[src/rtl/scan_demux.sv]
// Serial frame capture: steps an upstream 8:1 mux through addresses 0..NBITS-1,
// waits SETTLE clocks after each address change, and assembles din LSB-first.
//
// state    | meaning
// ---------+----------------------------------------------------------
// S_IDLE   | no frame in progress, addr held at 0, waiting for start
// S_WAIT   | settle time after an addr change, counting settle_cnt
// S_SAMPLE | din is stable for the current addr and is captured
module scan_demux #(
   parameter int NBITS  = 7,
   parameter int SETTLE = 1
) (
   input  logic             clk,
   input  logic             rst,
   input  logic             start,
   input  logic             abort,
   input  logic             din,
   output logic [2:0]       addr,
   output logic             busy,
   output logic [NBITS-1:0] data,
   output logic             valid,
   output logic [7:0]       frame_cnt
);

   localparam logic [1:0] S_IDLE   = 2'd0;
   localparam logic [1:0] S_WAIT   = 2'd1;
   localparam logic [1:0] S_SAMPLE = 2'd2;

   // With no settle time the FSM goes straight from one sample to the next
   localparam logic [1:0] S_AFTER_STEP = (SETTLE == 0) ? S_SAMPLE : S_WAIT;
   localparam logic [3:0] SETTLE_LAST  = (SETTLE > 0) ? 4'(SETTLE - 1) : 4'd0;
   localparam logic [2:0] ADDR_LAST    = 3'(NBITS - 1);

   logic [1:0]       state;
   logic [3:0]       settle_cnt;
   logic [NBITS-2:0] shadow;

   assign busy = (state == S_WAIT) || (state == S_SAMPLE);

   always_ff @(posedge clk) begin
      if (rst) begin
         state      <= S_IDLE;
         addr       <= '0;
         settle_cnt <= '0;
         shadow     <= '0;
         data       <= '0;
         valid      <= 1'b0;
         frame_cnt  <= '0;
      end else begin
         valid <= 1'b0;
         case (state)
            S_IDLE: begin
               addr       <= '0;
               settle_cnt <= '0;
               if (start && !abort) begin
                  state <= S_AFTER_STEP;
               end
            end
            S_WAIT: begin
               if (abort) begin
                  state      <= S_IDLE;
                  addr       <= '0;
                  settle_cnt <= '0;
               end else begin
                  settle_cnt <= settle_cnt + 4'd1;
                  if (settle_cnt == SETTLE_LAST) begin
                     state <= S_SAMPLE;
                  end
               end
            end
            S_SAMPLE: begin
               if (abort) begin
                  state      <= S_IDLE;
                  addr       <= '0;
                  settle_cnt <= '0;
               end else if (addr == ADDR_LAST) begin
                  // Last bit bypasses the shadow and lands in data directly
                  data       <= {din, shadow};
                  valid      <= 1'b1;
                  frame_cnt  <= frame_cnt + 8'd1;
                  state      <= S_IDLE;
                  addr       <= '0;
                  settle_cnt <= '0;
               end else begin
                  for (int i = 0; i < NBITS - 1; i++) begin
                     if (addr == 3'(i)) begin
                        shadow[i] <= din;
                     end
                  end
                  addr       <= addr + 3'd1;
                  settle_cnt <= '0;
                  state      <= S_AFTER_STEP;
               end
            end
            default: begin
               state      <= S_IDLE;
               addr       <= '0;
               settle_cnt <= '0;
            end
         endcase
      end
   end

endmodule

[config.mk]
export PLATFORM = sky130hd
export DESIGN_NAME = scan_demux
export DESIGN_NICKNAME = d
export VERILOG_FILES = /design/src/rtl/scan_demux.sv
export SDC_FILE = /design/constraint.sdc
export NUM_CORES = 1
export LEC_CHECK = 0
export CORE_AREA = 2 2 77 42
export DETAILED_ROUTE_END_ITERATION = 8
export DIE_AREA = 0 0 79 44
export PLACE_DENSITY = 0.85
export SLEW_MARGIN = 5
export SYNTH_ARGS = -nofsm -noshare
export SYNTH_HDL_FRONTEND = slang
export SYNTH_SLANG_ARGS = --single-unit
[constraint.sdc]
create_clock -name clk -period 2.9 [get_ports clk]
set_input_delay 0.435 -clock clk [delete_from_list [all_inputs] [get_ports clk]]
set_output_delay 0.435 -clock clk [all_outputs]
set_load 0.005 [all_outputs]
### After elaboration in Yosys (flattened, before gate mapping)

Cells that the tools add are included.
Widths: inputs -> output; s select.

| storage, ports and cells | value |
|---|---|
| bits of input ports | 5 |
| register bits | 31 |
| output and inout port bits | 20 |

| operators by class | value |
|---|---|
| reductions and logical operators | 16 |
| equal/unequal tests | 11 |
| muxes and demuxes | 11 |
| add/sub/neg operators | 3 |
| bitwise logic cells | 4 |

Operators by type and width:

| cell | number |
|---|---|
| $reduce_and 4->1 | 6 |
| $eq 3x3->1 const B | 3 |
| $mux 3 | 3 |
| $add 8x1->8 const B | 1 |
| $eq 3x2->1 const B | 2 |
| $mux 2 | 3 |
| $pmux 2 s3 | 1 |
| $pmux 3 s2 | 1 |
| $reduce_or 3->1 | 2 |
| $add 4x1->4 const B | 1 |
| $logic_not 4->1 | 1 |
| $ne 2x2->1 const B | 2 |
| $not 1->1 | 4 |
| $add 3x1->3 const B | 1 |
| $eq 3x1->1 const B | 1 |
| $logic_not 3->1 | 1 |
| $mux 1 | 3 |
| $ne 3x2->1 const B | 1 |
| $reduce_and 3->1 | 1 |
| $eq 2x1->1 const B | 1 |
| $eq 2x2->1 const B | 1 |
| $logic_not 2->1 | 1 |
| $reduce_and 2->1 | 1 |
| $logic_and 1x1->1 | 1 |
| other kinds (2) | 2 |

### Depth between registers and ports, before layout

| depth | value |
|---|---|
| depth in word-level cells | 4 |
| depth in mapped cells | 6 |
| mapped depth without buffers | 5 |

### Worst setup path after synthesis

No wires, ideal clock.

| path | value |
|---|---|
| path kind | register to register |
| start | reg state[0] |
| end | reg frame_cnt[7] |
| cell stages (with the launch flop) | 6 |
| setup slack | 1.355 ns |
| arrival time | 1.475 ns |
| cells stage by stage | dfxtp_1 -> inv_1 -> ha_1 -> nand4b_4 -> or4_1 -> a21oi_1 |

| between the ends | value |
|---|---|
| longest elaborated chain between the ends | 2 |

Ends and longest elaborated chain:

| item | RTL line | source |
|---|---|---|
| start, declared | 34 | `logic [1:0] state;` |
| start signal, assigned | 42 | `state <= S_IDLE;` |
| start signal, assigned | 56 | `state <= S_AFTER_STEP;` |
| start signal, assigned | 61 | `state <= S_IDLE;` |
| $eq 2x2->1 | 51 | `case (state)` |
| $reduce_and 3->1 (no source line) | - |  |
| end signal, assigned | 80 | `frame_cnt <= frame_cnt + 8'd1;` |
| end, declared | 22 | `output logic [7:0] frame_cnt` |

Every way passes these cells.
A chain may end at the register's enable or synchronous reset.

### Worst setup path in the final report

| path | value |
|---|---|
| start | reg state[0] |
| end | out busy |

| between the ends | value |
|---|---|
| longest elaborated chain between the ends | 2 |
| elaborated cells on any way between the ends | 3 |
| classes of those cells | 2 x eq/ne; 1 x reduce/logical |

Ends and longest elaborated chain:

| item | RTL line | source |
|---|---|---|
| $eq 2x1->1 or $eq 2x2->1 (tied branches) | 38 | `assign busy = (state == S_WAIT) \|\| (state == S_SAMPLE);` |
| $logic_or 1x1->1 * | 38 |  |
| end, declared | 19 | `output logic busy,` |

Mark *: on every way between the ends. The rest lies on a longest branch, timed or not.

==> impl_summary.log <==
[metrics] final critical delay including setup and external delays: between 1.5 and 2 ns
[metrics] vias per inst: 6.08
[metrics] largest stage delay on the critical path: 0.49 ns
[metrics] Compound-Gate Fraction of Synth Area: between 10% and 20%
[metrics] top-area cell type share of the netlist area: 40.7%
[metrics] Total Die Area: roughly 0.0035 mm2
[metrics] gate family responsible for the most delay along the worst path: buffers and inverters
[metrics] clock sinks: 31
[metrics] depth of the worst register-to-register path: 3
[metrics] total wire length: around 3600 um
[metrics] count of warnings emitted by yosys: 0
[metrics] global-route wire length before repair: ~5800 um
[metrics] share of synthesized flip-flops with an asynchronous set or reset: 0%
[metrics] Routability Congestion: ~0.84
[metrics] count of final max-slew check failures: 0
[metrics] Total Power: between 0.9 and 1 mW
[metrics] drc violations: 0
[metrics] cell chosen for the clock root: sky130_fd_sc_hd__clkbuf_8
[metrics] Placed Area: about 0.0018 mm2
[metrics] final std cell area, no fill: about 0.0019 mm2
[metrics] count of buffers inserted at the top-level ports: 24
[metrics] Critical Path Start: state[0]
[metrics] maximum fanout along the worst path: 4
[metrics] reg-to-reg startpoint: addr[1]
[metrics] total via count after detailed routing: approximately 1.4k
[metrics] worst reg2reg setup slack: 1.06 ns
[metrics] Static Leak: between 0.6 and 0.7 nW
[metrics] largest family of logic cells by synthesized area: simple AND/OR/NAND/NOR gates
[metrics] sequential area share after synthesis: a little over 40%
[metrics] part of the cycle the worst path needs: 68.3%
[metrics] ant diodes: 0
[metrics] syn nets: around 180
[metrics] final core utilization: 65.5%
[metrics] count of unique library cells instantiated by Yosys: 40
[metrics] post-DR wirelength/cell: approximately 15 um
[metrics] Max Clock Skew: 0.00499 ns
[metrics] CTS Hold Buffers Added: 0
[metrics] Post-CTS Repair Setup Buffers: 0
[metrics] number of gates resized after CTS: 0
[metrics] type of origin of the critical path: flop
[metrics] Nets: 204
[metrics] sum of net half-perimeters after detailed placement: between 2000 and 2500 um
[metrics] largest net degree at the start of global routing: 19
[metrics] number of standard-cell rows in the floorplan: 14
[metrics] critical path buffer and inverter count: 2
[metrics] total grt overflow: 0
[metrics] transition at the pin with the smallest max-transition slack: 0.711 ns
[metrics] top cells by area, synth: sky130_fd_sc_hd__dfxtp_1 (41%), sky130_fd_sc_hd__a21oi_1 (7.2%), sky130_fd_sc_hd__ha_1 (6.6%)
[metrics] width of the die: 79 um
[metrics] flops & latches, synth: 31
[metrics] Top-Level Pins: 25
[metrics] starting DRC count in detailed routing: roughly 150
[metrics] number of clock buffers inserted by TritonCTS: 5
[metrics] critical register-to-register path endpoint: frame_cnt[3]
[metrics] worst max-slew margin expressed relative to the limit: between 50% and 60%
[metrics] primary flip-flop cell chosen by synthesis mapping: sky130_fd_sc_hd__dfxtp_1
[metrics] unrepaired setup endpoints after global routing: no
[metrics] count of endpoints failing setup in the final report: 0
[metrics] number of H-tree levels: 2
[metrics] clock latency reported for the late side of the worst-skew pair: around 0.28 ns
[metrics] initial core utilization: a little over half
[metrics] Vert. Die Dim: around 44 um
[metrics] synthesized cell area: ~0.0015 mm2
[metrics] number of enable flip-flop cells after synthesis: 0
[metrics] number of global-route vias before repair: about 1.2k
[metrics] startpoint-to-endpoint class of the critical path: reg2out
[metrics] crit end category: output pin
[metrics] core box area: roughly 0.0028 mm2
[metrics] library cell with the largest summed area after synthesis: sky130_fd_sc_hd__dfxtp_1
[metrics] hold path endpoint: data[5]
[metrics] number of antenna violations at the first check in global routing: 0
[metrics] simple-gate area share of the yosys netlist: 26.5%
[metrics] fraction of the mapped netlist area in adder cells: between 6 and 7%
[metrics] xor and xnor area share after synthesis: 1.15%
[metrics] cell-by-cell listing of the critical path: inv_1 > ha_1 > clkdlybuf4s50_1
[metrics] detailed-router iteration count before antenna repair: 7
[metrics] run status: finished clean
[metrics] Crit path arrival time: ~1.5 ns
[metrics] syn avg cell area: ~9 um2
[metrics] share of layout cells above drive strength 1: about 6.3%
[metrics] critical hold path startpoint: shadow[5]
[metrics] number of endpoints with negative hold slack in the final report: 0
[metrics] Reg clk slew, reported paths: 0.06 ns
[metrics] number of nets with antenna violations after detailed routing: 0
[metrics] power per unit of standard cell area: a little under 500 mW/mm2
[metrics] slowest cell on the critical path: sky130_fd_sc_hd__clkdlybuf4s50_1
[metrics] worst hold stages: 2
[metrics] max capacitance violation total: 0
[metrics] post-synthesis instance total: 170
[metrics] buffer depth of the longest clock path: 2
[metrics] total track usage: between 20% and 30%
[metrics] sum of negative setup slack: 0 ns
[metrics] area growth from synthesis to layout: 22.0%
[metrics] CTS tree: yes
[metrics] multiplexer share of the synthesized area: less than 1%
[metrics] CP required: 2.47 ns
[metrics] Max Clk Rate: approximately 510 MHz
[metrics] kind of path behind the tightest hold check: reg2reg
[metrics] maximum ir drop on the vdd rail: between 0.0002 and 0.00025 V
## cell usage after synthesis (2+ instances only)
library cell,n
sky130_fd_sc_hd__dfxtp_1,31
sky130_fd_sc_hd__a21oi_1,22
sky130_fd_sc_hd__nand3_1,16
sky130_fd_sc_hd__o21ai_0,12
sky130_fd_sc_hd__ha_1,8
sky130_fd_sc_hd__inv_1,7
sky130_fd_sc_hd__o31ai_1,7
sky130_fd_sc_hd__clkbuf_1,6
sky130_fd_sc_hd__nand2b_1,6
sky130_fd_sc_hd__nor2b_1,5
sky130_fd_sc_hd__or4_1,5
sky130_fd_sc_hd__buf_2,4
sky130_fd_sc_hd__nand2_1,4
sky130_fd_sc_hd__nor3_1,4
sky130_fd_sc_hd__nand4b_1,3
sky130_fd_sc_hd__nand3b_1,2
sky130_fd_sc_hd__nand4_1,2
sky130_fd_sc_hd__nor2_1,2
sky130_fd_sc_hd__nor3b_1,2
sky130_fd_sc_hd__or3b_1,2
## layout by cell type, fill, tap and decap left out, types with 2 or more instances in the layout
cell type / n
sky130_fd_sc_hd__dfxtp_1: 31
sky130_fd_sc_hd__nand3b_1: 2
sky130_fd_sc_hd__nand4_1: 2
sky130_fd_sc_hd__nand2_1: 4
sky130_fd_sc_hd__nor3b_1: 2
sky130_fd_sc_hd__clkdlybuf4s50_1: 24
sky130_fd_sc_hd__ha_1: 8
sky130_fd_sc_hd__o21ai_0: 12
sky130_fd_sc_hd__o31ai_1: 7
sky130_fd_sc_hd__nand4b_1: 3
sky130_fd_sc_hd__nor2b_1: 5
sky130_fd_sc_hd__or3b_1: 2
sky130_fd_sc_hd__a21oi_1: 22
sky130_fd_sc_hd__or4_1: 5
sky130_fd_sc_hd__inv_1: 7
sky130_fd_sc_hd__nor3_1: 4
sky130_fd_sc_hd__nand3_1: 16
sky130_fd_sc_hd__nor2_1: 2
sky130_fd_sc_hd__clkbuf_8: 6
sky130_fd_sc_hd__nand2b_1: 6
## how the worst max path moves through the flow
stage	to	slack, ns	depth (start not counted)
after floorplan	frame_cnt[7]	1.35	5
after global placement	frame_cnt[3]	0.89	4
after detailed placement	frame_cnt[3]	0.81	4
after CTS	busy	0.92	3
after global routing	busy	0.86	3
final	busy	0.92	3
## area by class of cell
cell class	count	area, um2
multi-input cells	121	827
fillers	233	978
inverters	7	26.3
repair buffers	25	248
flip-flops and latches	31	621
clock buffers	6	82.6
clock inverters	1	5.00
well taps	40	50.0
## tightest hold or removal path, stage by stage, from the launching register on
cell and delay [ns]:
sky130_fd_sc_hd__dfxtp_1 0.31, sky130_fd_sc_hd__nand3_1 0.06, sky130_fd_sc_hd__a21oi_1 0.05
## metrics by stage
stage / cells / hold WS [ns] / setup WS (ns)
global placement: 224 / 0.458 / 0.887
detailed placement: 224 / 0.462 / 0.807
finish: 231 / 0.471 / 0.920
CTS: 231 / 0.470 / 0.919
floorplan: 170 / 0.440 / 1.35
global route: 231 / 0.494 / 0.859
## power by group
group | internal, mW | switching (mW)
registers | 0.436 | 0.0127
clock network | 0.186 | 0.153
logic | 0.0567 | 0.0636
## metal layers
metal | track usage, % | up-vias | wire length, um
li1 | - | 668 | -
met4 | 13.1 | 0 | 85
met5 | 0 | - | 0
met1 | 30.4 | 658 | 1680
met2 | 31.5 | 69 | 1530
met3 | 7.71 | 10 | 273
## cell families after synthesis
kind of cell | Yosys count
xor+xnor | 2
mux | 1
buf+inv | 18
simple gates | 60
compound gates | 50
fa+ha+maj | 8
flops | 31
## flip-flops by register name (all words and copies together), names as in the netlist
| signal | flops |
|---|---|
| frame_cnt | 8 |
| data | 7 |
| shadow | 6 |
| settle_cnt | 4 |
| addr | 3 |
| state | 2 |
| valid | 1 |
Note: power is estimated with default switching activity, not from simulation.
